`config.mk`:
```
export PLATFORM = sky130hd
export DESIGN_NAME = ntt_addr_gen
export DESIGN_NICKNAME = d
export VERILOG_FILES = /design/src/rtl/ntt_addr_gen.sv
export SDC_FILE = /design/constraint.sdc
export NUM_CORES = 1
export LEC_CHECK = 0
export ABC_CLOCK_PERIOD_IN_PS = 1800
export BUFFER_PORTS_ARGS = -buffer_cell sky130_fd_sc_hd__clkbuf_2
export CORE_UTILIZATION = 42
export DETAILED_ROUTE_END_ITERATION = 10
export PLACE_DENSITY = 0.74
export SLEW_MARGIN = 5
export SYNTH_ARGS = -nofsm -noshare
export SYNTH_HDL_FRONTEND = slang
export SYNTH_SLANG_ARGS = --single-unit
```
`constraint.sdc`:
```
create_clock -name clk -period 1.8 [get_ports clk]
set_input_delay 0 -clock clk [delete_from_list [all_inputs] [get_ports clk]]
set_output_delay 0 -clock clk [all_outputs]
set_load 0.005 [all_outputs]
```
`src/rtl/ntt_addr_gen.sv`:
```
// ntt_addr_gen: butterfly address / twiddle sequencer for an in-place radix-2 DIT NTT of N = 2^LOG_N.
// Latency: valid rises one cycle after start is sampled in IDLE; done pulses one cycle after the final transfer.
// Backpressure: ready=0 holds every output and counter; all outputs come from registered state only.
// Optional macro NTT_STAGE_GAP_EN inserts STAGE_GAP bubble cycles (GAP state) between stages.
module ntt_addr_gen #(
    parameter int LOG_N     = 4,
    parameter int STG_W     = 2,
    parameter int STAGE_GAP = 2
) (
    input  logic             clk,
    input  logic             rst,
    input  logic             start,
    input  logic             ready,
    output logic             valid,
    output logic [LOG_N-1:0] addr_a,
    output logic [LOG_N-1:0] addr_b,
    output logic [LOG_N-2:0] tw_idx,
    output logic [STG_W-1:0] stage,
    output logic             busy,
    output logic             done
);

    localparam logic [STG_W-1:0] S_LAST = STG_W'(LOG_N - 1);
    localparam logic [LOG_N-2:0] J_LAST = '1;

    typedef enum logic [1:0] {
        ST_IDLE = 2'd0,
        ST_RUN  = 2'd1,
        ST_DONE = 2'd2,
        ST_GAP  = 2'd3
    } state_t;

    state_t           r_state;
    state_t           w_state_nxt;
    logic [STG_W-1:0] r_s;
    logic [STG_W-1:0] w_s_nxt;
    logic [LOG_N-2:0] r_j;
    logic [LOG_N-2:0] w_j_nxt;

`ifdef NTT_STAGE_GAP_EN
    localparam logic [3:0] GAP_LOAD = 4'(STAGE_GAP - 1);
    logic [3:0] r_gap;
    logic [3:0] w_gap_nxt;
`endif

    // Address arithmetic: half = 2^s, pos = j mod half, grp = j >> s.
    // Bit s of addr_a is always zero, so addr_a + half reduces to an OR.
    logic [LOG_N-1:0] w_half;
    logic [LOG_N-2:0] w_pos;
    logic [LOG_N-2:0] w_grp;
    logic [STG_W:0]   w_sh_a;
    logic [STG_W:0]   w_sh_tw;
    logic [LOG_N-1:0] w_addr_a;
    logic [LOG_N-1:0] w_addr_b;
    logic [LOG_N-2:0] w_tw;

    assign w_half   = LOG_N'(1) << r_s;
    assign w_pos    = r_j & (w_half[LOG_N-2:0] - (LOG_N-1)'(1));
    assign w_grp    = r_j >> r_s;
    assign w_sh_a   = {1'b0, r_s} + (STG_W+1)'(1);
    assign w_sh_tw  = (STG_W+1)'(LOG_N - 1) - {1'b0, r_s};
    assign w_addr_a = ({1'b0, w_grp} << w_sh_a) | {1'b0, w_pos};
    assign w_addr_b = w_addr_a | w_half;
    assign w_tw     = w_pos << w_sh_tw;

    // State, stage and butterfly registers with asynchronous clear.
    always_ff @(posedge clk or posedge rst) begin
        if (rst) begin
            r_state <= ST_IDLE;
            r_s     <= '0;
            r_j     <= '0;
        end else begin
            r_state <= w_state_nxt;
            r_s     <= w_s_nxt;
            r_j     <= w_j_nxt;
        end
    end

`ifdef NTT_STAGE_GAP_EN
    // Bubble counter for the inter-stage gap.
    always_ff @(posedge clk or posedge rst) begin
        if (rst) begin
            r_gap <= '0;
        end else begin
            r_gap <= w_gap_nxt;
        end
    end
`endif

    // Next-state logic and registered-state-only outputs.
    always_comb begin
        w_state_nxt = r_state;
        w_s_nxt     = r_s;
        w_j_nxt     = r_j;
`ifdef NTT_STAGE_GAP_EN
        w_gap_nxt   = r_gap;
`endif
        valid  = 1'b0;
        done   = 1'b0;
        busy   = (r_state != ST_IDLE);
        addr_a = '0;
        addr_b = '0;
        tw_idx = '0;
        stage  = r_s;
        case (r_state)
            ST_IDLE: begin
                if (start) begin
                    w_state_nxt = ST_RUN;
                end
            end
            ST_RUN: begin
                valid  = 1'b1;
                addr_a = w_addr_a;
                addr_b = w_addr_b;
                tw_idx = w_tw;
                if (ready) begin
                    if (r_j != J_LAST) begin
                        w_j_nxt = r_j + 1'b1;
                    end else if (r_s != S_LAST) begin
                        w_j_nxt = '0;
`ifdef NTT_STAGE_GAP_EN
                        w_state_nxt = ST_GAP;
                        w_gap_nxt   = GAP_LOAD;
`else
                        w_s_nxt = r_s + 1'b1;
`endif
                    end else begin
                        w_state_nxt = ST_DONE;
                    end
                end
            end
            ST_DONE: begin
                done        = 1'b1;
                w_s_nxt     = '0;
                w_j_nxt     = '0;
                w_state_nxt = ST_IDLE;
            end
`ifdef NTT_STAGE_GAP_EN
            ST_GAP: begin
                if (r_gap == 4'd0) begin
                    w_state_nxt = ST_RUN;
                    w_s_nxt     = r_s + 1'b1;
                    w_j_nxt     = '0;
                end else begin
                    w_gap_nxt = r_gap - 4'd1;
                end
            end
`endif
            default: begin
                w_state_nxt = ST_IDLE;
            end
        endcase
    end

endmodule

```
==> impl_metrics.tcl, run 1 <==
set metrics [dict create \
    nets 125 \
    cp_max_fo 4 \
    final_cell_mix "clkbuf_2 (19), buf_4 (13), nor2_1 (6), a21oi_1 (6), dfrtp_1 (6)" \
    report.final.slew_viol_count 0 \
    p_leak_nw 0.457 \
    worst-path-buf-inv 2 \
    fmax_ghz 0.519 \
    layout_setup_ws_ps -127 \
    cts_buffer_depth 2 \
    status "finished, violations left" \
    grt_antenna_before_repair 0 \
    synth_top_area_share_pct 25.8 \
    ys_ff_latch 7 \
    post-route-min-period_ps 1930 \
    synthesis.nets 90 \
    crit_path_end_kind "output pin" \
    cts_tree "done" \
    yosys_warnings 0 \
    clk_pin_slew_ps 50 \
    grt_pass1_wl_mm 3.22 \
    setup_viol 5 \
    maxCapViolCount 0 \
    die_x_um 42.2 \
    final_antenna_net_count 0 \
    vias 740 \
    cpPeakStageDelay_ps 510 \
    yosysSeqAreaShare_pct 25.8 \
    hold_ws_ps 75.0 \
    violations "negative setup slack" \
    cts_buffers 3 \
    fin_worst_skew_ps 5.52 \
    p_int_mw 1.11 \
    place_hpwl_mm 1.35 \
    synth_cell_types 37 \
    finalHoldViolations 0 \
    routedWlPerCell_um 14.3 \
    synthTopCellsByArea "dfrtp_1 (26%), ha_1 (11%), a21oi_1 (5.2%)" \
    hp-class "input pin to flop" \
    drt_iter0_drc 34 \
    clkSinkCount 7 \
    place.gp.congestion 0.806 \
    pwr_density_cell_mw_per_mm2 2050 \
    synth_area_um2 678 \
    die_h_um 42.2 \
    switchingPower_uw 866 \
    antenna_cells 0 \
    grt_max_degree 15 \
    dr.pass1.iters 4 \
    die_area_mm2 0.00178 \
    rsz0062_at_grt "yes" \
    p_sw_share_pct 43.7 \
    cts_root_buf "clkbuf_4" \
    crit_end "addr_a[2]" \
    area_growth_pct 42.6 \
    crit_cells 6 \
    totalNegativeSetupSlack_ps -338 \
    grt_pass1_vias 700 \
    multi_input_comb_area_um2 505 \
    track_usage_pct 23.8 \
    startpoint_type "flop" \
    slowest_stage "or4b_4" \
    yosys.area.top_type "dfrtp_1" \
    drive_gt1_share_pct 43.0 \
    power_frac_comb_pct 78.5 \
    timing.final.crit_share_pct 107 \
    syn_avg_cell_area_um2 8.48 \
    slew-limit-headroom_pct 75.3 \
    ff2ff_setup_slack_ps 80 \
    crit_start "stage[1]" \
    fillers 123 \
    required_ps 1800 \
    clk_latency_ps 260 \
    vdd_drop_max_mv 1.10 \
    arrival_ps 1930 \
    final_common_cell "clkbuf_2" \
    worstReg2RegEnd "r_j[0]" \
    core_area_mm2 0.00151 \
    grt_overflow 0 \
    viasPerCell 5.69 \
    synthCells 80 \
    crit_family "simple AND/OR/NAND/NOR gates" \
    criticalPathCategory "flop to output pin" \
    place_ws_ps 21.2 \
    worst_r2r_path_depth 4 \
    ios 20 \
    clkPwrFrac_pct 7.3 \
    start_util_pct 45.0 \
    r2r-start "stage[1]" \
    drc_errors 0 \
    regArea_um2 176 \
    crit_chain "inv_2 -> ha_4 -> xor2_2 -> or4b_4 -> a21oi_2 -> clkbuf_2" \
    seq_power_share_pct 14.1 \
    ctsHtreeMaxLevel 1 \
    totalWireLength_mm 1.86 \
    io_buffers 19 \
    rows 14 \
    worstMarginPinSlew_ps 365 \
]
-- registers in the layout, indices dropped and copies added, names as in the netlist --
signal	count
r_j	3
r_state	2
stage	2
-- power groups by stage --
| stage | Combinational (mW) | Clock, mW | Sequential (mW) |
|---|---|---|---|
| CTS | 1.48 | 0.150 | 0.277 |
| global route | 1.71 | 0.157 | 0.288 |
| finish | 1.56 | 0.145 | 0.280 |
| detailed placement | 1.32 | 0 | 0.281 |
| global placement | 1.27 | 0 | 0.278 |
| floorplan | 0.781 | 0 | 0.304 |
-- Yosys cell counts (all sizes together) --
library cell and instances:
or2b 1, a21oi 7, ha 6, nand3 2, nand3b 1, mux2i 2
nand2b 2, a31oi 4, nor3 1, or3 1, nor3b 2, nand4bb 1
nand4 1, nor2 6, inv 7, clkbuf 2, o21a 1, or4b 1
o22ai 1, xor2 2, and2b 1, nor4b 1, nand2 5, mux2 2
nor2b 1, a32o 1, nand4b 2, o21ai 2, a32oi 1, a221oi 1
dfrtp 7, xnor2 1, buf 2, o311ai 1, or2 1
-- cell type report --
class                      instances  area share, %
multi-input combinational         62           52.3
timing repair buffer              34           22.0
sequential                         7           18.2
clock buffer                       4           2.72
inverter                           7           2.72
tap                               16           2.07
-- through the flow --
step / util [%] / instance area (um2) / total power [mW] / std cells
3_5_place_dp: 56.0 / 843 / 1.60 / 120
3_3_place_gp: 56.0 / 843 / 1.55 / 120
6_report: 64.2 / 967 / 1.98 / 130
2_1_floorplan: - / 688 / 1.08 / 80
5_1_grt: 64.2 / 967 / 2.16 / 130
4_1_cts: 62.8 / 946 / 1.91 / 129
-- what timing repair did --
action                                 4_1_cts  5_1_grt
pin swaps                                    3        0
endpoints found under the hold margin        8        0
gates resized for setup                      7        2
buffers inserted                             3        1
hold buffers                                 2        0
setup endpoints to repair                    7       10
-- cells by family (layout without fill, tap and decap cells) --
logic type,count (synthesis),in the layout,share of synthesized area [%]
xor+xnor,3,3,3.88
simple gates,30,30,26.4
mux,4,4,6.27
fa+ha+maj,6,6,11.1
flops,7,7,25.8
buf+inv,11,45,6.64
compound gates,19,19,19.9
-- metal layers --
layer	wire length (um)	global-route usage [%]	share of wire, %
met3	78	1.29	4.2
met5	0	0	0
met4	34	10.6	1.8
met1	772	30.7	42
met2	974	40.6	52
-- how the worst min path moves through the flow --
stage,to,cells after the start,startpoint,slack (ps)
CTS,r_state[1],3,ready,80
finish,r_state[1],3,ready,80
global placement,r_state[0],2,rst,-80
detailed placement,r_state[0],2,rst,-70
global route,r_state[1],3,ready,120
floorplan,r_j[0],1,rst,-200
-- tightest hold or removal path, cell delays in order --
cell,delay (ps)
clkbuf_2,130
nand3_1,110
nor2_1,50
(Power assumes the default switching activity.)
==> inputs of run 2 (changes only) <==
--- a/config.mk
+++ b/config.mk
@@ -7,9 +7,9 @@
 export LEC_CHECK = 0
 export ABC_CLOCK_PERIOD_IN_PS = 1800
 export BUFFER_PORTS_ARGS = -buffer_cell sky130_fd_sc_hd__clkbuf_2
-export CORE_UTILIZATION = 42
+export CORE_UTILIZATION = 38
 export DETAILED_ROUTE_END_ITERATION = 10
-export PLACE_DENSITY = 0.74
+export PLACE_DENSITY = 0.68
 export SLEW_MARGIN = 5
 export SYNTH_ARGS = -nofsm -noshare
 export SYNTH_HDL_FRONTEND = slang
==> impl_metrics.tcl, run 2 (synthesis gave the netlist of run 1 again) <==
set metrics [dict create \
    clk_latency_ps 250 \
    place_hpwl_mm 1.24 \
    place.gp.congestion 0.857 \
    fin_worst_skew_ps 2.93 \
    grt_antenna_before_repair 0 \
    die_x_um 44.2 \
    hp-class "input pin to flop" \
    place_ws_ps 77.5 \
    finalHoldViolations 0 \
    slew-limit-headroom_pct 77.3 \
    grt_max_degree 15 \
    timing.final.crit_share_pct 103 \
    vdd_drop_max_mv 0.854 \
    track_usage_pct 19.2 \
    core_area_mm2 0.00159 \
    layout_setup_ws_ps -61.1 \
    routedWlPerCell_um 12.4 \
    rsz0062_at_grt "yes" \
    vias 704 \
    violations "design-rule violations, negative setup slack" \
    required_ps 1800 \
    cts_buffers 3 \
    largest_reg_flops 3 \
    startpoint_type "flop" \
    dr.pass1.iters 7 \
    rows 14 \
    cp_max_fo 3 \
    ctsHtreeMaxLevel 1 \
    final_cell_mix "clkbuf_2 (18), buf_4 (11), a21oi_1 (6), dfrtp_1 (6)" \
    drive_gt1_share_pct 42.9 \
    cts_tree "done" \
    cts_root_buf "clkbuf_4" \
    die_h_um 44.2 \
    total_power_mw 1.90 \
    antenna_cells 0 \
    worstMarginPinSlew_ps 335 \
    arrival_ps 1860 \
    criticalPathCategory "flop to output pin" \
    clk_pin_slew_ps 50 \
    post-route-min-period_ps 1860 \
    status "finished, violations left" \
    pwr_density_cell_mw_per_mm2 1980 \
    fillers 146 \
    final_util_pct 60.3 \
    nets 123 \
    area_growth_pct 41.7 \
    largest-register "r_j" \
    final_common_cell "clkbuf_2" \
    p_leak_nw 0.444 \
    final_antenna_net_count 0 \
    report.final.slew_viol_count 0 \
    crit_path_end_kind "output pin" \
    grt_pass1_wl_mm 2.77 \
    fmax_ghz 0.537 \
    grt_pass1_vias 646 \
    cts_buffer_depth 2 \
    drc_errors 3 \
    grt_overflow 0 \
    die_area_mm2 0.00196 \
    clkSinkCount 7 \
    drt_iter0_drc 14 \
    maxCapViolCount 0 \
    viasPerCell 5.18 \
    ios 20 \
    start_util_pct 42.5 \
    totalWireLength_mm 1.69 \
    io_buffers 19 \
    setup_viol 3 \
]
==> run 2: cell types whose count changed in the layout (fill, tap and decap cells not counted) <==
cell	before	now
nor2_2	0	1
ha_1	5	4
ha_2	0	1
a31oi_2	1	0
clkbuf_2	19	18
buf_4	13	11
a31oi_1	2	3
buf_2	0	1
nor2_1	6	5
==> run 2: where the power goes <==
part           switching, mW  internal (mW)
registers             0.0617          0.220
logic                  0.694          0.782
clock network         0.0606         0.0848
==> run 2: cell type report <==
class / count / area (um2) / share of cell area [%]
Timing Repair Buffer: 32 / 198 / 20.6
Sequential cell: 7 / 176 / 18.4
Clock buffer: 4 / 26.3 / 2.73
Tap cell: 24 / 30.0 / 3.12
Inverter: 7 / 26.3 / 2.73
Multi-Input combinational cell: 62 / 504 / 52.5
==> run 2: what timing repair did <==
item                       CTS  global route
hold endpoints to repair     8             0
setup endpoints to repair    7             7
pin swaps                    3             3
hold buffers                 2             0
resized for setup            5             6
setup buffers                2             0
==> run 2: worst paths after layout <==
path / from / end / slack [ps] / cells past startpoint
worst max-delay path: stage[0] / addr_b[2] / -60 / 6
worst min-delay path: ready / r_state[1] / 60 / 3
worst max register to register: r_j[2] / r_j[0] / 240 / 4
worst min register to register: r_state[1] / r_state[0] / 520 / 1
max in group asynchronous: rst / stage[0] / 1350 / 3
min in group asynchronous: rst / r_j[2] / 210 / 3
==> run 2: layer usage <==
layer / vias up / GRT usage (%) / wire [um]
li1: 352 / - / -
met1: 321 / 24.7 / 772
met2: 26 / 34.4 / 803
met3: 5 / 1.22 / 70
met4: 0 / 5.45 / 38
met5: - / 0 / 0
==> run 2: critical path, cell delays in order, from the launching register on <==
cell and delay, ps:
dfrtp_2 420, inv_2 90, ha_4 210, xor2_2 150, or4b_4 480, a31oi_1 130
buf_2 130
==> run 2: through the flow <==
step                      std cells  TNS [ps]  hold slack, ps  cell area [um2]
final                           136      -121            61.0              961
after global routing            136      -604            78.4              961
after CTS                       136      -151            63.4              942
after detailed placement        128         0           -66.3              853
after global placement          128         0           -74.7              853
after floorplan                  80         0            -197              688
